**src/rtl/led_pkg.sv**
```systemverilog
// Shared constants, types and helpers for the LED matrix scan controller.
// Pure declarations; no timing of its own.
// No flow control.
package led_pkg;

  localparam int NCOLS  = 16;
  localparam int NROWS  = 16;
  localparam int NSLOTS = 16;

  typedef logic [3:0]       col_t;
  typedef logic [NROWS-1:0] rowpat_t;
  typedef logic [3:0]       slot_t;
  typedef logic [3:0]       level_t;

  localparam col_t  LAST_COL  = col_t'(NCOLS - 1);
  localparam slot_t LAST_SLOT = slot_t'(NSLOTS - 1);

  // A PWM slot is lit when its index does not exceed the latched level, so
  // level 0 still lights one slot in sixteen and level 15 lights all of them.
  function automatic logic slot_lit(input slot_t slot, input level_t level);
    return (slot <= level);
  endfunction

endpackage

```
**src/rtl/led_pwm_timer.sv**
```systemverilog
// Cycle/slot timebase for the column scan: slot strobes, dwell and frame ends.
// Strobes are combinational from registered counters (same-cycle as the last cycle).
// Free-running; never stalls.
module led_pwm_timer
  import led_pkg::*;
#(
  parameter int SLOT_LEN = 64
) (
  input  logic       clk,
  input  logic       rst,
  input  logic [3:0] col,
  output logic [3:0] slot,
  output logic       slot_end,
  output logic       dwell_end,
  output logic       frame_end
);

  // A one-cycle slot still needs a 1-bit counter so the width is never zero.
  localparam int CW = (SLOT_LEN > 1) ? $clog2(SLOT_LEN) : 1;
  localparam logic [CW-1:0] CYC_LAST = CW'(SLOT_LEN - 1);

  logic [CW-1:0] cyc;

  // End-of-period strobes, all true in the final cycle of their period.
  always_comb begin
    slot_end  = (cyc == CYC_LAST);
    dwell_end = slot_end && (slot == LAST_SLOT);
    frame_end = dwell_end && (col == LAST_COL);
  end

  // Cycle counter wraps at SLOT_LEN-1; slot counter advances on each wrap.
  always_ff @(posedge clk) begin
    if (rst) begin
      cyc  <= '0;
      slot <= '0;
    end else begin
      if (slot_end) begin
        cyc  <= '0;
        slot <= slot + 4'd1;
      end else begin
        cyc  <= cyc + 1'b1;
      end
    end
  end

endmodule

```
**src/rtl/led_scan_ctrl.sv**
```systemverilog
// Double-buffered 16x16 LED frame store with column scan and per-dwell PWM.
// All outputs registered; row/col move on the same edge, swaps land at the 15->0 wrap.
// Writes stall (wr_ready=0) from the cycle after a swap request until the swap lands.
module led_scan_ctrl
  import led_pkg::*;
#(
  parameter int SLOT_LEN = 64
) (
  input  logic             clk,
  input  logic             rst,
  input  logic             en,
  input  logic [3:0]       bright,
  input  logic             wr_en,
  input  logic [3:0]       wr_col,
  input  logic [NROWS-1:0] wr_data,
  output logic             wr_ready,
  input  logic             swap_req,
  output logic             swap_done,
  output logic             frame_start,
  output logic [3:0]       col,
  output logic [NROWS-1:0] row
);

  localparam logic [0:0] ST_IDLE    = 1'b0;
  localparam logic [0:0] ST_PENDING = 1'b1;

  logic [0:0] state;
  logic [0:0] state_next;
  logic       front_sel;
  logic       front_next;
  logic       back_sel;
  logic       do_swap;
  logic       wr_fire;

  level_t     b_lat;
  level_t     b_lat_next;
  col_t       col_next;
  slot_t      slot;
  slot_t      slot_next;
  logic       slot_end;
  logic       dwell_end;
  logic       frame_end;
  rowpat_t    front_col;
  rowpat_t    row_next;

  rowpat_t    bank [2][NCOLS];

  led_pwm_timer #(
    .SLOT_LEN (SLOT_LEN)
  ) u_timer (
    .clk       (clk),
    .rst       (rst),
    .col       (col),
    .slot      (slot),
    .slot_end  (slot_end),
    .dwell_end (dwell_end),
    .frame_end (frame_end)
  );

  // Swap FSM: a request arms it, the next frame wrap fires it; requests while
  // armed are absorbed. A request on the wrap cycle itself only arms, since the
  // swap decision looks at the already-registered state.
  always_comb begin
    state_next = state;
    case (state)
      ST_IDLE:    if (swap_req)  state_next = ST_PENDING;
      ST_PENDING: if (frame_end) state_next = ST_IDLE;
      default:    state_next = ST_IDLE;
    endcase
  end

  // Bank selection and write qualification.
  always_comb begin
    do_swap    = (state == ST_PENDING) && frame_end;
    front_next = front_sel ^ do_swap;
    back_sel   = ~front_sel;
    wr_fire    = wr_en && wr_ready;
  end

  // Next scan position and dwell brightness. Brightness is only sampled at a
  // dwell boundary so the duty cycle is constant across a column's dwell.
  always_comb begin
    slot_next  = slot_end  ? (slot + 4'd1) : slot;
    col_next   = dwell_end ? (col + 4'd1)  : col;
    b_lat_next = dwell_end ? bright        : b_lat;
  end

  // Row pattern for the upcoming cycle, taken from the bank that will be the
  // front one after this edge so the swap cycle already shows the new frame.
  always_comb begin
    front_col = bank[front_next][col_next];
    row_next  = (en && slot_lit(slot_next, b_lat_next)) ? front_col : '0;
  end

  // Frame store: reset clears both banks; accepted writes target the back bank.
  always_ff @(posedge clk) begin
    if (rst) begin
      for (int b = 0; b < 2; b++) begin
        for (int c = 0; c < NCOLS; c++) begin
          bank[b][c] <= '0;
        end
      end
    end else if (wr_fire) begin
      bank[back_sel][wr_col] <= wr_data;
    end
  end

  // Swap state, bank pointer and write-ready handshake.
  always_ff @(posedge clk) begin
    if (rst) begin
      state     <= ST_IDLE;
      front_sel <= 1'b0;
      wr_ready  <= 1'b1;
    end else begin
      state     <= state_next;
      front_sel <= front_next;
      wr_ready  <= (state_next == ST_IDLE);
    end
  end

  // Scan position, latched brightness and the registered matrix drive.
  always_ff @(posedge clk) begin
    if (rst) begin
      col   <= '0;
      b_lat <= '0;
      row   <= '0;
    end else begin
      col   <= col_next;
      b_lat <= b_lat_next;
      row   <= row_next;
    end
  end

  // Event pulses, aligned with the first col=0 cycle of the new frame.
  always_ff @(posedge clk) begin
    if (rst) begin
      frame_start <= 1'b0;
      swap_done   <= 1'b0;
    end else begin
      frame_start <= frame_end;
      swap_done   <= do_swap;
    end
  end

endmodule

```
**config.mk**
```make
export PLATFORM = sky130hd
export DESIGN_NAME = led_scan_ctrl
export DESIGN_NICKNAME = d
export VERILOG_FILES = /design/src/rtl/led_pkg.sv /design/src/rtl/led_pwm_timer.sv /design/src/rtl/led_scan_ctrl.sv
export SDC_FILE = /design/constraint.sdc
export NUM_CORES = 1
export LEC_CHECK = 0
export ABC_AREA = 0
export CAP_MARGIN = 20
export CORE_MARGIN = 4
export CORE_UTILIZATION = 47
export DETAILED_ROUTE_END_ITERATION = 8
export GPL_ROUTABILITY_DRIVEN = 0
export GPL_TIMING_DRIVEN = 0
export PLACE_DENSITY_LB_ADDON = 0.05
export SYNTH_ARGS = -nofsm -noshare
export SYNTH_HDL_FRONTEND = slang
export SYNTH_HIERARCHICAL = 1
export SYNTH_SLANG_ARGS = --single-unit
```
**constraint.sdc**
```tcl
create_clock -name clk -period 5.5 [get_ports clk]
set_input_delay 0.55 -clock clk [delete_from_list [all_inputs] [get_ports clk]]
set_output_delay 0.55 -clock clk [all_outputs]
set_load 0.02 [all_outputs]
```
## Word-level counts from Yosys, hierarchy flattened

Memory sizes are Yosys's and may differ from the RTL's.
Index checks and enable logic that the tools add are counted.

| storage, ports and cells | value |
|---|---|
| flip-flop bits (word level) | 39 |
| RAM bits | 512 |
| bits of input ports | 29 |
| output and inout port bits | 23 |
| logic and storage cells | 56 |
| memories kept | 1 |

Memory list:

| memory | depth | bits a word | rd ports | clocked after Yosys merged registers in | wr ports | line | source |
|---|---|---|---|---|---|---|---|
| bank | 2 | 256 | 1 | 0 | 2 | led_scan_ctrl.sv:46 | `rowpat_t bank [2][NCOLS];` |

| operators by class | value |
|---|---|
| add/subtract/negate cells | 3 |
| $lt $le $gt $ge | 4 |
| eq/ne operators | 3 |
| multiplexer cells | 19 |
| bitwise operators | 7 |
| reductions and logical operators | 9 |

Operators by type and width:

| cell | count |
|---|---|
| $mux 256 | 3 |
| $reduce_or 256->1 | 1 |
| $bmux 16 s4 | 1 |
| $demux 16 s4 | 1 |
| $mux 16 | 3 |
| $mux 4 | 3 |
| $ge 5x5->1 const B | 2 |
| $not 4->5 | 2 |
| $add 4x1->4 const B | 2 |
| $eq 4x4->1 const B | 2 |
| $mux 1 | 7 |
| $add 6x1->6 const B | 1 |
| $eq 6x6->1 const B | 1 |
| $logic_and 1x1->1 | 6 |
| $lt 5x1->1 const B | 1 |
| $le 4x4->1 | 1 |
| $not 1->1 | 4 |
| $reduce_or 2->1 | 2 |
| $pmux 1 s2 | 1 |
| $xor 1x1->1 | 1 |

## Logic depth before layout (Yosys ltp)

An unclocked memory read counts as a cell.

| logic depth | value |
|---|---|
| depth in word-level cells | 9 |
| depth in mapped cells | 16 |
| mapped depth without buffers | 13 |

## Hierarchy

Netlist, hierarchy kept.

Modules (own cells, without submodules):

| module | instances | cells each | area each (um^2) | sequential area each (um^2) |
|---|---|---|---|---|
| led_scan_ctrl | 1 | 1,591 | 22,819.4 | 15,955.3 |
| led_pwm_timer | 1 | 52 | 465.4 | 200.2 |

## Worst setup path before layout

No wires, ideal clock.

| timing | value |
|---|---|
| path type | register -> register |
| start point | register u_timer.cyc[0] |
| end point | register row[10] |
| library setup time | 78 ps |
| arrival time | 3,485 ps |
| data required time | 5,422 ps |
| setup slack | 1,937 ps |
| stages on the path, launching flop included | 17 |
| buffers on the path | 4 |
| clock period less this slack | 3,563 ps |
| path through | dfxtp_1 ha_1 nand4_2 or2_4 nor2_1 buf_4 buf_2 mux2_2 ha_1 nand4_1 or3_1 o41ai_1 nor2b_1 clkbuf_1 clkbuf_1 o2111ai_1 a32oi_1 |

| between the ends | value |
|---|---|
| elaborated cells on any way between the ends | 17 |
| classes of those cells | order compare (1); eq/ne (1); mux (6); bitwise (3); reduce/logical (5); memory (1) |

RTL lines:

| item | line | source |
|---|---|---|
| from (decl) | led_pwm_timer.sv:22 | `logic [CW-1:0] cyc;` |
| from (signal assigned) | led_pwm_timer.sv:41 | `cyc <= cyc + 1'b1;` |
| $eq 6x6->1 | led_pwm_timer.sv:26 | `slot_end = (cyc == CYC_LAST);` |
| $logic_and 1x1->1 | led_pwm_timer.sv:27 | `dwell_end = slot_end && (slot == LAST_SLOT);` |
| via dwell_end | led_scan_ctrl.sv:41 | `logic dwell_end;` |
| $mux 4 | led_scan_ctrl.sv:85 | `b_lat_next = dwell_end ? bright : b_lat;` |
| via b_lat_next[0] | led_scan_ctrl.sv:36 | `level_t b_lat_next;` |
| $le 4x4->1 | led_pkg.sv:21 | `return (slot <= level);` |
| $logic_and 1x1->1 | led_scan_ctrl.sv:92 | `row_next = (en && slot_lit(slot_next, b_lat_next)) ? front_col : '0;` |
| $not 1->1 (no source line) | n/a |  |
| $reduce_or 2->1 (no source line) | n/a |  |
| to (signal assigned) | led_scan_ctrl.sv:130 | `row <= row_next;` |
| to (decl) | led_scan_ctrl.sv:21 | `output logic [NROWS-1:0] row` |

The timed path passes the listed nets, and every way through them passes these cells. The select of a mux whose other input is x is not followed.
A chain may end at the register's enable or synchronous reset.

## Worst setup path in the final report

Same ends and word-level chain as after synthesis.

==> impl_metrics.env <==
export IMPL_status="complete, no violations"
export IMPL_ctsRootBufferMaster="clkbuf_16"
export IMPL_crit_cells=17
export IMPL_grt_pass1_wl_um=100000
export IMPL_final_period_utilization=0.917
export IMPL_r2r_start="u_timer/cyc[0]"
export IMPL_ant_nets=0
export IMPL_tightest_slew_ps=1120
export IMPL_slowest_stage="clkbuf_1"
export IMPL_postCtsHoldBufs=0
export IMPL_gr_total_overflow=0
export IMPL_cts_setup_buffers=0
export IMPL_power_mw=9.01
export IMPL_synth_top_area_frac=0.660
export IMPL_power_density_mw_per_mm2=338
export IMPL_io_pins=52
export IMPL_hold_violations=0
export IMPL_cp_endpoint="row[10]"
export IMPL_worst_clock_skew_ps=23.1
export IMPL_ys_seq_area_frac=0.694
export IMPL_synth_edff_count=512
export IMPL_routed_wirelength_um=69200
export IMPL_die_h_um=231
export IMPL_area_growth_pct=14.6
export IMPL_vias=14800
export IMPL_die_x_um=231
export IMPL_rr_endpoint="row[10]"
export IMPL_met1_usage=0.378
export IMPL_routed_via_density=5.98
export IMPL_ir_drop_mv=0.246
export IMPL_die_area_mm2=0.0532
export IMPL_worst_skew_pair_late_latency_ps=640
export IMPL_fillerInstances=4079
export IMPL_ys_types=58
export IMPL_max_slew_margin_rel=0.250
export IMPL_drive_gt1_frac=0.118
export IMPL_rsz0062_at_grt="false"
export IMPL_ys_seq_elements=551
export IMPL_fin_crit_ps=5040
export IMPL_synthTopCellsByArea="edfxtp_1 66%, and2_1 7.8%, dfxtp_1 3.4%"
export IMPL_switching_share=0.222
export IMPL_crit_required_ps=6020
export IMPL_clkSinkCount=551
export IMPL_pwr_share_comb=0.044
export IMPL_placed_cells=2372
export IMPL_max_stage_delay_ps=480
export IMPL_clock_path_buffers=3
export IMPL_setup_tns_ps=0
export IMPL_r2r_cells=17
export IMPL_synth_fp_nets=1680
export IMPL_finalMaxSlewViolations=0
export IMPL_crit_chain="ha_1, nand4_2, or2_4, nor2_1, buf_4, buf_2, mux2_2, ha_1, nand4_1, or3_1, o41ai_1, buf_2, nor2b_1, clkbuf_1, clkbuf_1, o2111ai_1, a32oi_1"
export IMPL_start_util=0.476
export IMPL_fp_row_count=81
export IMPL_grt_use_met2=0.413
export IMPL_utilization=0.545
export IMPL_p_switching_mw=2.00
export IMPL_cp_num_buf_inv=5
export IMPL_cts_buffers=59
export IMPL_grt_usage=0.260
export IMPL_crit_path_end_kind="flop"
export IMPL_nets=1806
export IMPL_grt_pass1_vias=14300
export IMPL_critPathArrivalTime_ps=5560
export IMPL_dp_hpwl_um=48400
export IMPL_tritoncts="built"
export IMPL_cp_max_fo=10
export IMPL_power_leakage_nw=9.47
export IMPL_grt_antenna_before_repair=1
export IMPL_syn_inst=1643
export IMPL_cts_resized=0
export IMPL_p_seq_frac=0.540
export IMPL_cp_top_family="buffers and inverters"
export IMPL_avgSynthCellArea_um2=14.2
export IMPL_synth_main_ff_cell="edfxtp_1"
export IMPL_worstSetupPathType="reg -> reg"
export IMPL_grt_max_degree=17
export IMPL_place_area_mm2=0.0249
export IMPL_setup_viol=0
export IMPL_synth_warnings=6
export IMPL_drc_errors=0
export IMPL_async_flop_share=0
export IMPL_drt_initial_drc_count=1736
export IMPL_min_path_type="reg -> reg"
export IMPL_grtUsageMet3=0.0415
export IMPL_r2r_slack_ps=460
export IMPL_core_area_mm2=0.0490
export IMPL_drv_cap=0
export IMPL_first_pass_iters=5
export IMPL_min_from="u_timer/cyc[0]"
export IMPL_htreeDepth=2
export IMPL_numPortBuffers=48
export IMPL_setup_worst_path_start_class="flop"
export IMPL_fin_area_mm2=0.0267
export IMPL_intPower_mw=7.01
export IMPL_stdcell_count=2481
export IMPL_diodes=0
export IMPL_grt_busiest_layer="met2"
export IMPL_fmax_mhz=198
export IMPL_syn_area_mm2=0.0233
export IMPL_crit_start="u_timer/cyc[0]"
export IMPL_wl_per_cell_um=27.9
export IMPL_power_share_clock=0.417
export IMPL_clk_pin_slew_worst_paths_ps=60
export IMPL_yosys_area_top_type="edfxtp_1"
[registers in the layout, summed over array words and instances, names as in the netlist]
name and count:
row 16, front_sel 1, b_lat 4, state 1, bank 512, frame_start 1
col 4, u_timer/cyc 6, swap_done 1, wr_ready 1, u_timer/slot 4
[cells in the final DEF, fill, tap and decap left out, types with 15 or more instances in the layout]
cell type / n
buf_2: 27
a22o_1: 15
mux4_2: 34
a32oi_1: 16
clkbuf_1: 94
dfxtp_1: 39
clkdlybuf4s50_1: 48
nand4_1: 39
edfxtp_1: 512
clkbuf_16: 59
nor2_1: 35
a221oi_1: 30
a22oi_1: 48
or2_2: 17
o211ai_1: 31
and2_1: 290
buf_8: 15
o2111ai_1: 16
mux2i_1: 20
a221o_1: 15
nand3_1: 107
nand2_1: 158
a21oi_2: 15
[layer usage]
layer | vias up | share of wire
li1 | 6484 | -
met1 | 7667 | 0.43
met2 | 594 | 0.47
met3 | 99 | 0.071
met4 | 0 | 0.025
met5 | - | 0
[layout make-up]
cell class              instances  area (um^2)  share of cell area
repair buffers                 65          714              0.0268
inverters                       6         27.5             0.00103
multi-input cells             968         6630               0.248
flip-flops and latches        551        16200               0.605
well taps                     664          831              0.0311
plain buffers                 118          528              0.0198
clock inverters                30          229             0.00858
clock buffers                  79         1570              0.0589
[power groups by stage]
stage                     combinational (mW)  clock, mW  sequential, mW
final                                  0.393       3.76            4.86
after global routing                   0.415       3.96            4.88
after CTS                              0.395       3.78            4.86
after detailed placement               0.393          0            4.95
after global placement                 0.354          0            4.95
after floorplan                        0.173          0            4.94
[worst min path at each step]
stage	to	slack (ps)	depth (start not counted)
global route	u_timer/cyc[0]	500	1
CTS	bank[1][63]	460	3
finish	u_timer/cyc[0]	470	1
global placement	u_timer/cyc[0]	450	1
detailed placement	u_timer/cyc[0]	460	1
floorplan	u_timer/cyc[0]	430	1
[synthesized netlist by cell type, types with 2 or more instances]
library cell / instances
o2111ai_1: 16
nor3_1: 4
or2_2: 17
clkbuf_1: 76
buf_1: 5
a21oi_1: 21
edfxtp_1: 512
nand2_1: 158
buf_6: 3
nand4_1: 39
and2_1: 290
xnor2_2: 2
a22o_1: 15
o21ai_0: 6
or3_1: 4
a22oi_1: 48
mux2i_1: 20
xor2_1: 2
mux4_2: 34
and4b_1: 2
xnor2_1: 5
o21ai_1: 2
buf_4: 8
a221o_1: 15
dfxtp_1: 39
nand3_1: 107
o211ai_1: 31
ha_1: 8
a221oi_1: 30
nor2_1: 35
nand2b_1: 5
mux2_2: 3
nor2b_1: 12
buf_2: 26
inv_1: 5
a32oi_1: 16
[per-stage QoR]
| step | hold WS [ps] | setup slack (ps) |
|---|---|---|
| after global placement | 445 | 94.6 |
| final | 467 | 458 |
| after CTS | 457 | 489 |
| after global routing | 500 | 129 |
| after floorplan | 427 | 1940 |
| after detailed placement | 460 | 509 |
[cells by family (layout without fill, tap and decap cells)]
family | count (synthesis) | count (layout) | share of synthesized area
adders and majority gates | 8 | 8 | 0.00430
DFF | 551 | 551 | 0.694
muxes | 58 | 58 | 0.0436
xor gates and xnor gates | 10 | 10 | 0.00473
buffers and inverters | 124 | 298 | 0.0239
AOI/OAI and AO/OA | 211 | 211 | 0.0717
and+or+nand+nor | 681 | 681 | 0.158
Note: power is estimated with default switching activity, not from simulation.
